==> src/rtl/ttc_timer_counter_lite8.sv <==
//------------------------------------------------------------------------------
// Module  : ttc_timer_counter_lite8
// Purpose : Single-channel timer/counter for the ttc8 slice. It holds the
//           APB-programmed control, prescaler, interval and match registers.
//           It produces the interval, match and overflow pulses and the
//           restart strobe for the timer interrupt stage.
// Ports   : pclk8 / n_p_reset8  - clock, asynchronous active-low reset
//           pwdata8             - APB write data
//           *_sel8              - register write strobes (match one-hot 1..3)
//           counter_val8        - current count
//           *_reg_out8          - control / prescaler readback
//           *_intr8, restart8   - registered one-cycle pulses
// Revision: 1.0 - initial release
//------------------------------------------------------------------------------
`default_nettype none

module ttc_timer_counter_lite8 #(
  parameter int CNT_W = 16
) (
  input  logic             pclk8,
  input  logic             n_p_reset8,
  input  logic [CNT_W-1:0] pwdata8,
  input  logic             cntr_ctrl_reg_sel8,
  input  logic             clk_ctrl_reg_sel8,
  input  logic             interval_reg_sel8,
  input  logic [2:0]       match_reg_sel8,
  output logic [CNT_W-1:0] counter_val8,
  output logic [4:0]       cntr_ctrl_reg_out8,
  output logic [3:0]       clk_ctrl_reg_out8,
  output logic             interval_intr8,
  output logic [2:0]       match_intr8,
  output logic             overflow_intr8,
  output logic             restart8
);

  localparam logic [CNT_W-1:0] ALL_ONES = '1;

  // cntr_ctrl: [0] disable, [1] interval mode, [2] decrement, [3] match enable.
  // The restart bit is a pure strobe and is never stored.
  logic [3:0]       cntr_ctrl;
  logic [3:0]       clk_ctrl;
  logic [CNT_W-1:0] interval;
  logic [CNT_W-1:0] match_reg [3];
  logic [CNT_W-1:0] count;
  logic [7:0]       prescaler;

  logic             enabled;
  logic             restart_req;
  logic [7:0]       presc_mask;
  logic             tick;
  logic [CNT_W-1:0] next_cnt;
  logic             hit_interval;
  logic             hit_overflow;
  logic [2:0]       hit_match;
  logic [CNT_W-1:0] restart_val;

  assign enabled     = ~cntr_ctrl[0];
  assign restart_req = cntr_ctrl_reg_sel8 & pwdata8[4];

  // Tick period is 2^(N+1) pclk: fires when the low N+1 prescaler bits are all ones.
  assign presc_mask = 8'((9'd2 << clk_ctrl[3:1]) - 9'd1);
  assign tick       = enabled & (~clk_ctrl[0] | ((prescaler & presc_mask) == presc_mask));

  // Restart reload uses the mode bits being written, so a mode change and
  // restart issued together start cleanly in the new mode.
  assign restart_val = pwdata8[2] ? (pwdata8[1] ? interval : ALL_ONES) : '0;

  always_comb begin
    next_cnt     = count;
    hit_interval = 1'b0;
    hit_overflow = 1'b0;
    if (!cntr_ctrl[2]) begin
      if (cntr_ctrl[1] && (count == interval)) begin
        next_cnt     = '0;
        hit_interval = 1'b1;
      end else if (count == ALL_ONES) begin
        next_cnt     = '0;
        hit_overflow = 1'b1;
      end else begin
        next_cnt = count + 1'b1;
      end
    end else begin
      if (count == '0) begin
        if (cntr_ctrl[1]) begin
          next_cnt     = interval;
          hit_interval = 1'b1;
        end else begin
          next_cnt     = ALL_ONES;
          hit_overflow = 1'b1;
        end
      end else begin
        next_cnt = count - 1'b1;
      end
    end
  end

  always_comb begin
    hit_match = 3'b000;
    for (int i = 0; i < 3; i++) begin
      hit_match[i] = cntr_ctrl[3] & (next_cnt == match_reg[i]);
    end
  end

  always_ff @(posedge pclk8 or negedge n_p_reset8) begin
    if (!n_p_reset8) begin
      cntr_ctrl      <= 4'b0001;
      clk_ctrl       <= 4'h0;
      interval       <= '0;
      match_reg[0]   <= '0;
      match_reg[1]   <= '0;
      match_reg[2]   <= '0;
      count          <= '0;
      prescaler      <= 8'h00;
      interval_intr8 <= 1'b0;
      match_intr8    <= 3'b000;
      overflow_intr8 <= 1'b0;
      restart8       <= 1'b0;
    end else begin
      interval_intr8 <= 1'b0;
      match_intr8    <= 3'b000;
      overflow_intr8 <= 1'b0;
      restart8       <= 1'b0;

      if (cntr_ctrl_reg_sel8) cntr_ctrl <= pwdata8[3:0];
      if (clk_ctrl_reg_sel8)  clk_ctrl  <= pwdata8[3:0];
      if (interval_reg_sel8)  interval  <= pwdata8;
      for (int i = 0; i < 3; i++) begin
        if (match_reg_sel8[i]) match_reg[i] <= pwdata8;
      end

      // Restart wins over any coincident tick and suppresses its pulses.
      if (restart_req) begin
        count     <= restart_val;
        prescaler <= 8'h00;
        restart8  <= 1'b1;
      end else if (enabled) begin
        prescaler <= prescaler + 8'h01;
        if (tick) begin
          count          <= next_cnt;
          interval_intr8 <= hit_interval;
          overflow_intr8 <= hit_overflow;
          match_intr8    <= hit_match;
        end
      end else begin
        prescaler <= 8'h00;
      end
    end
  end

  assign counter_val8       = count;
  assign cntr_ctrl_reg_out8 = {1'b0, cntr_ctrl};
  assign clk_ctrl_reg_out8  = clk_ctrl;

endmodule

`default_nettype wire

==> config.mk <==
export PLATFORM = sky130hd
export DESIGN_NAME = ttc_timer_counter_lite8
export DESIGN_NICKNAME = d
export VERILOG_FILES = /design/src/rtl/ttc_timer_counter_lite8.sv
export SDC_FILE = /design/constraint.sdc
export NUM_CORES = 1
export LEC_CHECK = 0
export ABC_AREA = 1
export CAP_MARGIN = 5
export CORE_UTILIZATION = 25
export DETAILED_ROUTE_END_ITERATION = 10
export GPL_TIMING_DRIVEN = 0
export PLACE_DENSITY = 0.45
export SYNTH_ARGS = -nofsm -noshare
export SYNTH_HDL_FRONTEND = slang
export SYNTH_SLANG_ARGS = --single-unit
==> constraint.sdc <==
create_clock -name pclk8 -period 5 [get_ports pclk8]
set_input_delay 1 -clock pclk8 [delete_from_list [all_inputs] [get_ports pclk8]]
set_output_delay 1 -clock pclk8 [all_outputs]
set_load 0.01 [all_outputs]
=== Word-level counts from Yosys, hierarchy flattened ===
Cells that the tools add are included.

* Register bits: 102
* Input port bits: 24

* Add/subtract/negate cells: 4
* Equality and inequality tests: 7
* Shift-type cells: 1
* Muxes and demuxes: 31
* Bitwise operators: 9
* Reductions and logical operators: 4

{| class="wikitable"
|+ Operators by type and width
! cell !! count
|-
| 16-bit 2-to-1 mux || 10
|-
| 16-bit == test || 4
|-
| 16-bit by 1-bit adder with 16-bit output, second input constant || 1
|-
| 16-bit == test, second input constant || 1
|-
| 16-bit zero test || 1
|-
| 1-bit 2-to-1 mux || 16
|-
| 8-bit 2-to-1 mux || 2
|-
| 16-bit by 1-bit subtractor with 16-bit output, second input constant || 1
|-
| 3-bit 2-to-1 mux || 3
|-
| 8-bit by 1-bit adder with 8-bit output, second input constant || 1
|-
| 8-bit bitwise AND || 1
|-
| 8-bit == test || 1
|-
| 2-bit by 3-bit << shifter with 8-bit output, first input constant || 1
|-
| 8-bit by 1-bit subtractor with 8-bit output, second input constant || 1
|-
| 1-bit bitwise AND || 5
|-
| 2-bit by 1-bit != test with 1-bit output, second input constant || 1
|-
| 1-bit NOT || 2
|-
| 2-bit AND reduction || 1
|-
| 2-bit nonzero test || 1
|-
| 1-bit logical AND || 1
|-
| 1-bit bitwise OR || 1
|}

=== Longest topological paths before layout ===
Gate-level depths: netlist (run 1).

* Depth in word-level cells: 9
* Mapped depth: 18

=== Least setup slack after synthesis (run 1) ===
OpenSTA, ideal clock, no wires.

* Path kind: input to register
* Start: input cntr_ctrl_reg_sel8
* End: register match_intr8[2]
* Arrival time: 2.327 ns
* Required time: 4.929 ns
* Slack: 2.601 ns
* Cell stages on the path: 12
* Buffers on the path: 1
* Cell sequence: buf_2 -> nand2_1 -> inv_1 -> nor2_1 -> nand2_1 -> nor2_1 -> nand2_1 -> nor2_1 -> nand2_1 -> nor2_1 -> nand3_1 -> nor2_1

* Cells in the longest elaborated chain, start to end: 2

{| class="wikitable"
|+ Ends and longest elaborated chain
! what !! RTL line !! text
|-
| start, declared || 23 || <nowiki>input logic cntr_ctrl_reg_sel8,</nowiki>
|-
| 1-bit bitwise AND || 58 || <nowiki>assign restart_req = cntr_ctrl_reg_sel8 & pwdata8[4];</nowiki>
|-
| 3-bit 2-to-1 mux || 132 || <nowiki>if (restart_req) begin</nowiki>
|-
| end signal, assigned || 142 || <nowiki>match_intr8 <= hit_match;</nowiki>
|-
| end, declared || 31 || <nowiki>output logic [2:0] match_intr8,</nowiki>
|}

No other way between the ends.
A chain may end at the register's enable or synchronous reset.

=== Final worst setup path (run 1) ===
* Start: input pwdata8[4]
* End: register match_intr8[2]

* Cells in the longest elaborated chain, start to end: 2

{| class="wikitable"
|+ Ends and longest elaborated chain
! what !! RTL line !! text
|-
| start, declared || 22 || <nowiki>input logic [CNT_W-1:0] pwdata8,</nowiki>
|-
| 1-bit bitwise AND || 58 ||
|-
| 3-bit 2-to-1 mux || 132 ||
|}

No other way between the ends.

==> results by group, run 1 <==
Final layout
  • Antenna Cells: 0
  • Layout Utilization: 30.0%
  • Max reg flops: 48
  • Fin nets: 1092
  • Fillers: 2994
  • Area Growth Syn to Fin: 17.8%
  • Post-Layout Cell Count: 1410
  • Finished Cell Area: 0.00809 mm^2
  • Share of cells above drive strength 1: 11.0%

Placement
  • DP HPWL: 20700 um
  • IO Port Bufs: 48
  • Cell Area, Placed: 0.00781 mm^2
  • Inst Count DP: 1394
  • RD Place Congestion: 0.914

Logic synthesis
  • Synthesized flop and latch total: 102
  • Mapped Area: 0.00687 mm^2
  • Post-synth top area share: 36.8%
  • Syn_nets: 1032
  • Yosys cell types: 37
  • Warnings, synthesis: 0
  • Commonest cells in the netlist: nand2_1, o21ai_0, dfrtp_1, nor2_1, inv_1
  • Largest area contributor in the netlist: dfrtp_1
  • Ys flop type: dfrtp_1
  • Synth Instances: 1004
  • Synth area leaders: dfrtp_1, nand2_1, o21ai_0, nand3_1, nor2_1
  • Sequential cell area fraction in the yosys report: 37.2%
  • Asr flop ratio synth: 100%
  • Post-synth EDFFs: 0
  • Avg Cell Area, Syn: 6.84 um^2
  • Most numerous cell in the Yosys netlist: nand2_1

Clock network
  • Setup bufs post-CTS: 0
  • TritonCTS Buffers: 9
  • Clock-pin slew on the worst setup and hold paths: 0.08 ns
  • Post-CTS Resized: 0
  • Sink Count: 102
  • Clock Latency Late Sink: 0.37 ns
  • Hold Buf Count CTS: 0
  • Root Driver: clkbuf_16
  • CTS tree: yes
  • Max clock buf depth: 2
  • H-tree Lvls: 3

Setup path
  • Worst r2r src: clk_ctrl_reg_out8[2]
  • R2r endpoint: counter_val8[8]
  • Most frequent CP cell: nor2_1
  • CP cell instances: clkdlybuf4s50_1 > nand2_1 > inv_1 > nor2_1 > nand2_1 > nor2_1 > nand2_1 > nor2_1 > nand2_1 > nor2_1 > nand3_1 > nor2_1
  • Required time worst endpoint: 5.30 ns
  • Worst path top cell family by delay: simple AND/OR/NAND/NOR gates
  • Slowest stage cell on the critical path: clkdlybuf4s50_1
  • CP endpoint: match_intr8[2]
  • Crit path buf inv count: 2
  • Crit path DAT: 3.54 ns
  • Startpoint types: input port
  • Setup crit start: pwdata8[4]
  • Crit path depth: 12
  • Critical Path Sink Type: register
  • Reg2reg path depth: 14
  • Max FO, Critical Path: 8
  • CP Class: input port to register
  • Worst R2R Setup Slack: 2.06 ns
  • CP peak stage delay: 0.53 ns

Detailed routing
  • Routed WL per cell: 18.8 um
  • Drt initial violations: 528
  • DRC viols: 0
  • Routed via count: 6772
  • TritonRoute pass-1 iters: 5
  • Final WL: 26600 um
  • Routed Antenna Nets: 0
  • Routed vias/inst: 4.80

Outcome
  • Status: finished clean

Power
  • Pwr per Cell Area: 388 mW/mm^2
  • VDD IR max: 134 uV
  • PnR Total Power: 3.14 mW
  • LEAKAGE: 3.84 nW

STA
  • Min Hold Slack: 0.467 ns
  • Final-report max-slew violation count: 0
  • Least-Margin Pin Slew: 0.849 ns
  • Relative max-transition margin: 42.8%
  • Fin. Hold Viols: 0
  • Fin crit share: 64.8%
  • Setup Skew: 0.00989 ns
  • Final setup vio count: 0
  • Achievable Freq: 309 MHz
  • RSZ-0062 raised after global routing: no
  • Min Clock Period, post-route: 3.24 ns

Global route
  • Total track usage: 19.5%
  • Vias in the first global route: 6549
  • GRT overflow: 0
  • First-pass GRT wire length: 40800 um
  • Initial antenna violation count: 0
  • Largest net degree at the start of global routing: 70

Die
  • Die width: 168 um
  • Die Y-Extent: 168 um
  • Core area: 0.0270 mm^2
  • I/O Pins: 55
  • Row count: 60
  • DIE AREA: 0.0281 mm^2
  • Initial Utilization: 25.5%

Min path
  • Hold Path Class: register to register

Job
  • Max_cap viols: 0
==> cell usage in the layout, fill, tap and decap left out, types with 5 or more instances in the layout <==
master and n:
inv_2 9, dfrtp_1 101, clkbuf_1 17, clkdlybuf4s50_1 47
mux2_2 10, a31oi_1 5, nand2_1 306, nor2_1 101
nand3_2 10, nor3_1 5, a21oi_1 18, clkbuf_16 9
nand3_1 80, buf_2 7, nand4_1 21, buf_4 6
inv_1 98, nor2_2 6, o21ai_0 118, nor2_4 9
xor2_1 15, buf_6 7, nand2_2 26
==> layout make-up <==
| class | instances | area, um^2 | area share, % |
|---|---|---|---|
| clock inverters | 6 | 55.1 | 0.680 |
| plain buffers | 39 | 233 | 2.88 |
| repair buffers | 49 | 509 | 6.29 |
| inverters | 110 | 415 | 5.13 |
| flip-flops and latches | 102 | 2550 | 31.6 |
| multi-input cells | 753 | 3670 | 45.3 |
| well taps | 341 | 427 | 5.27 |
| clock buffers | 10 | 229 | 2.83 |
==> worst min path at each step <==
stage	from	to	cells past startpoint
finish	prescaler[7]	prescaler[7]	1
global route	prescaler[7]	prescaler[7]	1
global placement	prescaler[7]	prescaler[7]	1
floorplan	prescaler[7]	prescaler[7]	1
detailed placement	prescaler[7]	prescaler[7]	1
CTS	prescaler[7]	prescaler[7]	1
==> per-stage QoR <==
stage	setup TNS, ns	setup WS, ns
after floorplan	0	2.60
after global placement	-150.83	-1.50
after detailed placement	0	1.29
after CTS	0	1.66
after global routing	0	1.46
final	0	1.76
==> power breakdown <==
| group | total (mW) | switching, mW | leakage (nW) | internal [mW] |
|---|---|---|---|---|
| sequential | 1.02 | 0.0960 | 1.25 | 0.921 |
| combinational | 1.41 | 0.943 | 2.45 | 0.465 |
| clock | 0.715 | 0.368 | 0.133 | 0.348 |
| total | 3.14 | 1.41 | 3.84 | 1.73 |
==> per-layer routing <==
layer / track usage [%] / up-vias / wire [um]
met5: 0 / - / 0
met4: 7.54 / 0 / 691
met3: 1.90 / 35 / 1350
met2: 30.4 / 211 / 11900
met1: 27.8 / 3192 / 12600
li1: - / 3334 / -
==> cell families after synthesis <==
group	after synthesis	synth area share [%]
xor+xnor	17	2.17
mux	10	1.64
other cells	1	0.0546
simple gates	574	37.9
fa+ha+maj	4	0.728
compound gates	147	10.9
buf+inv	149	9.43
flops	102	37.2
No activity file was read; power rests on OpenSTA's default activity.
==> run 2: changes to the inputs <==
==> constraint.sdc (replaced) <==
create_clock -name pclk8 -period 3.29 [get_ports pclk8]
set_input_delay 0.658 -clock pclk8 [delete_from_list [all_inputs] [get_ports pclk8]]
set_output_delay 0.658 -clock pclk8 [all_outputs]
set_load 0.01 [all_outputs]
==> results of run 2 <==
The final DEF is identical to that of run 1. Status: finished clean.
Among the figures that moved: setup slack after placement 1.29 ns -> -0.0738 ns; setup slack after layout 1.76 ns -> 0.354 ns; hold slack 0.467 ns -> 0.185 ns; start point of the critical path pwdata8[4] -> clk_ctrl_reg_out8[2]; end point of the critical path match_intr8[2] -> counter_val8[8]; register-to-register setup slack 2.06 ns -> 0.35 ns; total power 3.14 mW -> 4.77 mW; worst IR drop on VDD 134 uV -> 203 uV
==> run 3: changes to the inputs <==
--- a/config.mk
+++ b/config.mk
@@ -5,7 +5,7 @@
 export SDC_FILE = /design/constraint.sdc
 export NUM_CORES = 1
 export LEC_CHECK = 0
-export ABC_AREA = 1
+export ABC_AREA = 0
 export CAP_MARGIN = 5
 export CORE_UTILIZATION = 25
 export DETAILED_ROUTE_END_ITERATION = 10
==> run 3 against run 2 <==
Net effect: die area shrank 9.3%; critical path depth down 5; clock power rose by 10%; routed wire length decreased by 24%; synthesized cell count down 40%.
==> results by group, run 3 <==
Die
  • Row count: 57 (was 60)
  • Die Y-Extent: 160 um (was 168 um)
  • Core area: 0.0244 mm^2 (was 0.0270 mm^2)
  • Initial Utilization: 25.5% (about the same)
  • I/O Pins: 55 (unchanged)
  • Die width: 160 um (was 168 um)
  • DIE AREA: 0.0255 mm^2 (was 0.0281 mm^2)

STA
  • Fin crit share: 99.1% (was 89.3%)
  • Least-Margin Pin Slew: 0.702 ns (was 0.849 ns)
  • RSZ-0062 raised after global routing: yes (was no)
  • Relative max-transition margin: 53.2% (was 42.8%)
  • Worst setup margin: 0.0297 ns (was 0.354 ns)
  • Final setup vio count: 0 (unchanged)
  • Setup Skew: 0.00690 ns (was 0.00989 ns)
  • Fin. Hold Viols: 0 (unchanged)
  • Min Clock Period, post-route: 3.26 ns (was 2.94 ns)
  • Final-report max-slew violation count: 0 (unchanged)
  • Achievable Freq: 307 MHz (was 341 MHz)

Clock network
  • H-tree Lvls: 3 (unchanged)
  • Clock Latency Late Sink: 0.35 ns (was 0.37 ns)
  • CTS tree: yes (unchanged)
  • Root Driver: clkbuf_16 (unchanged)
  • Max clock buf depth: 2 (unchanged)
  • Sink Count: 102 (unchanged)
  • Clock-pin slew on the worst setup and hold paths: 0.07 ns (was 0.08 ns)
  • TritonCTS Buffers: 9 (unchanged)

Power
  • Power Internal: 3.17 mW (was 2.64 mW)
  • Switch Pwr: 1.97 mW (was 2.14 mW)
  • Combinational share of power: 45.2% (was 44.8%)
  • VDD IR max: 280 uV (was 203 uV)
  • LEAKAGE: 3.10 nW (was 3.84 nW)
  • Pwr per Cell Area: 634 mW/mm^2 (was 590 mW/mm^2)
  • Switch share: 38.3% (was 44.8%)
  • Clock network power share: 23.3% (was 22.8%)
  • Flop pwr share: 31.5% (was 32.4%)

Global route
  • Grt met1 use: 21.4% (was 27.8%)
  • Most used routing layer: met2 (unchanged)
  • Initial antenna violation count: 0 (unchanged)
  • Largest net degree at the start of global routing: 57 (was 70)
  • Vias in the first global route: 5412 (was 6549)
  • Total track usage: 16.2% (was 19.5%)
  • Grt met3 use: 1.82% (was 1.90%)
  • GRT overflow: 0 (unchanged)
  • Met2 usage: 27.3% (was 30.4%)
  • First-pass GRT wire length: 31900 um (was 40800 um)

Final layout
  • Register Area: 0.00256 mm^2 (was 0.00255 mm^2)
  • Max reg flops: 48 (unchanged)
  • Fillers: 2502 (was 2994)
  • Commonest non-fill, non-tap cell in the layout: dfrtp_1 (was nand2_1)
  • Multi-input gate area: 0.00369 mm^2 (was 0.00367 mm^2)
  • Most frequent cells in the layout: dfrtp_1, mux2_2, nor2_1 (was nand2_1, o21ai_0, nor2_1, dfrtp_1, inv_1)
  • Antenna Cells: 0 (unchanged)
  • Area Growth Syn to Fin: 30.5% (was 17.8%)
  • Layout Utilization: 33.3% (was 30.0%)
  • Fin nets: 735 (was 1092)
  • Share of cells above drive strength 1: 31.4% (was 11.0%)

Outcome
  • Status: finished clean (unchanged)

Placement
  • RD Place Congestion: 0.925 (was 0.914)
  • IO Port Bufs: 48 (unchanged)
  • Place WS: -0.856 ns (was -0.0738 ns)
  • DP HPWL: 14900 um (was 20700 um)

Detailed routing
  • Routed vias/inst: 4.85 (was 4.80)
  • Routed WL per cell: 19.4 um (was 18.8 um)
  • Final WL: 20100 um (was 26600 um)
  • TritonRoute pass-1 iters: 4 (was 5)
  • Drt initial violations: 318 (was 528)
  • Routed via count: 5022 (was 6772)
  • Routed Antenna Nets: 0 (unchanged)
  • DRC viols: 0 (unchanged)

Logic synthesis
  • Mapped Area: 0.00622 mm^2 (was 0.00687 mm^2)
  • Synth Instances: 606 (was 1004)
  • Synth area leaders: dfrtp_1, mux2_2, xor2_1, xnor2_1, nor2_1 (was dfrtp_1, nand2_1, o21ai_0, nand3_1, nor2_1)
  • Sequential cell area fraction in the yosys report: 41.0% (was 37.2%)
  • Synthesized flop and latch total: 102 (unchanged)
  • Yosys cell types: 69 (was 37)
  • Ys flop type: dfrtp_1 (unchanged)
  • Syn_nets: 634 (was 1032)
  • Most numerous cell in the Yosys netlist: dfrtp_1 (was nand2_1)
  • Warnings, synthesis: 0 (unchanged)
  • Largest area contributor in the netlist: dfrtp_1 (unchanged)
  • Asr flop ratio synth: 100% (unchanged)
  • Avg Cell Area, Syn: 10.3 um^2 (was 6.84 um^2)
  • Commonest cells in the netlist: dfrtp_1, mux2_2, nor2_1 (was nand2_1, o21ai_0, dfrtp_1, nor2_1, inv_1)
  • Post-synth EDFFs: 0 (unchanged)
  • Post-synth top area share: 40.6% (was 36.8%)

Setup path
  • Required time worst endpoint: 3.53 ns (was 3.50 ns)
  • Startpoint types: register (unchanged)
  • Max FO, Critical Path: 8 (was 10)
  • CP Class: register to register (unchanged)
  • Crit path DAT: 3.50 ns (was 3.14 ns)
  • Critical Path Sink Type: register (unchanged)
  • Reg2reg path depth: 9 (was 14)

Job
  • Max_cap viols: 0 (unchanged)

Min path
  • Hold Path Class: input port to async pin (unchanged)
-- run 3: per-layer routing --
metal / vias to the layer above / routed length (um)
met5: - / 0
met4: 0 / 413
met3: 21 / 558
met2: 101 / 9860
met1: 2545 / 9230
li1: 2355 / -
-- run 3: logic make-up (layout without fill, tap and decap cells) --
group           count (synthesis)  in the layout  synth area share [%]
mux                            72             72                  13.0
xor+xnor                       85             85                  12.3
flops                         102            102                  41.0
other cells                     1              1                0.0603
simple gates                  209            209                  19.1
compound gates                 81             81                  9.49
buf+inv                        52            157                  4.20
fa+ha+maj                       4              4                 0.804
-- run 3: layout make-up --
type | count | area share, %
repair buffers | 95 | 10.6
plain buffers | 39 | 2.93
well taps | 324 | 4.99
clock buffers | 10 | 2.94
multi-input cells | 452 | 45.4
inverters | 8 | 0.370
flip-flops and latches | 102 | 31.6
clock inverters | 5 | 1.12
-- run 3: through the flow --
step           cells  total power, mW  hold slack [ns]  instance area [um^2]  setup TNS [ns]
3_5_place_dp     979             3.57            0.516                  7130           -2.95
4_1_cts         1025             5.03            0.352                  7910         -0.0171
6_report        1035             5.15            0.324                  8120               0
5_1_grt         1035             5.43            0.376                  8120         -0.0231
3_3_place_gp     978             3.57            0.511                  7110         -255.39
2_1_floorplan    606             2.88            0.362                  6220               0
-- run 3: final timing paths --
check / start / endpoint / slack (ns)
setup / recovery: counter_val8[9] / match_intr8[1] / 0.03
hold / removal: n_p_reset8 / overflow_intr8 / 0.32
setup reg to reg: counter_val8[9] / match_intr8[1] / 0.03
hold reg to reg: match_reg[16] / match_reg[16] / 0.53
max in group asynchronous: n_p_reset8 / counter_val8[11] / 2.19
min in group pclk8: match_reg[16] / match_reg[16] / 0.53
-- run 3: what timing repair did --
item / in CTS / in global routing
hold buffers: 0 / 0
buffers inserted: 34 / 14
pin swaps: 16 / 18
gates resized for setup: 42 / 26
endpoints found under the setup margin: 10 / 20
-- run 3: worst max-delay path: stages (launching register included) --
cell and delay (ns):
dfrtp_1 0.41, clkbuf_4 0.22, or4_4 0.54, or4_4 0.45, or3b_4 0.41, a31oi_4 0.23, nor3_4 0.10, xor2_1 0.14
or4_1 0.44, nor4_2 0.22
-- run 3: power by group through the flow --
| stage | clock network [mW] | logic, mW | registers (mW) |
|---|---|---|---|
| final | 1.20 | 2.33 | 1.62 |
| after global routing | 1.28 | 2.51 | 1.64 |
| after CTS | 1.23 | 2.18 | 1.61 |
| after detailed placement | 0 | 1.95 | 1.63 |
| after global placement | 0 | 1.95 | 1.62 |
| after floorplan | 0 | 1.28 | 1.60 |
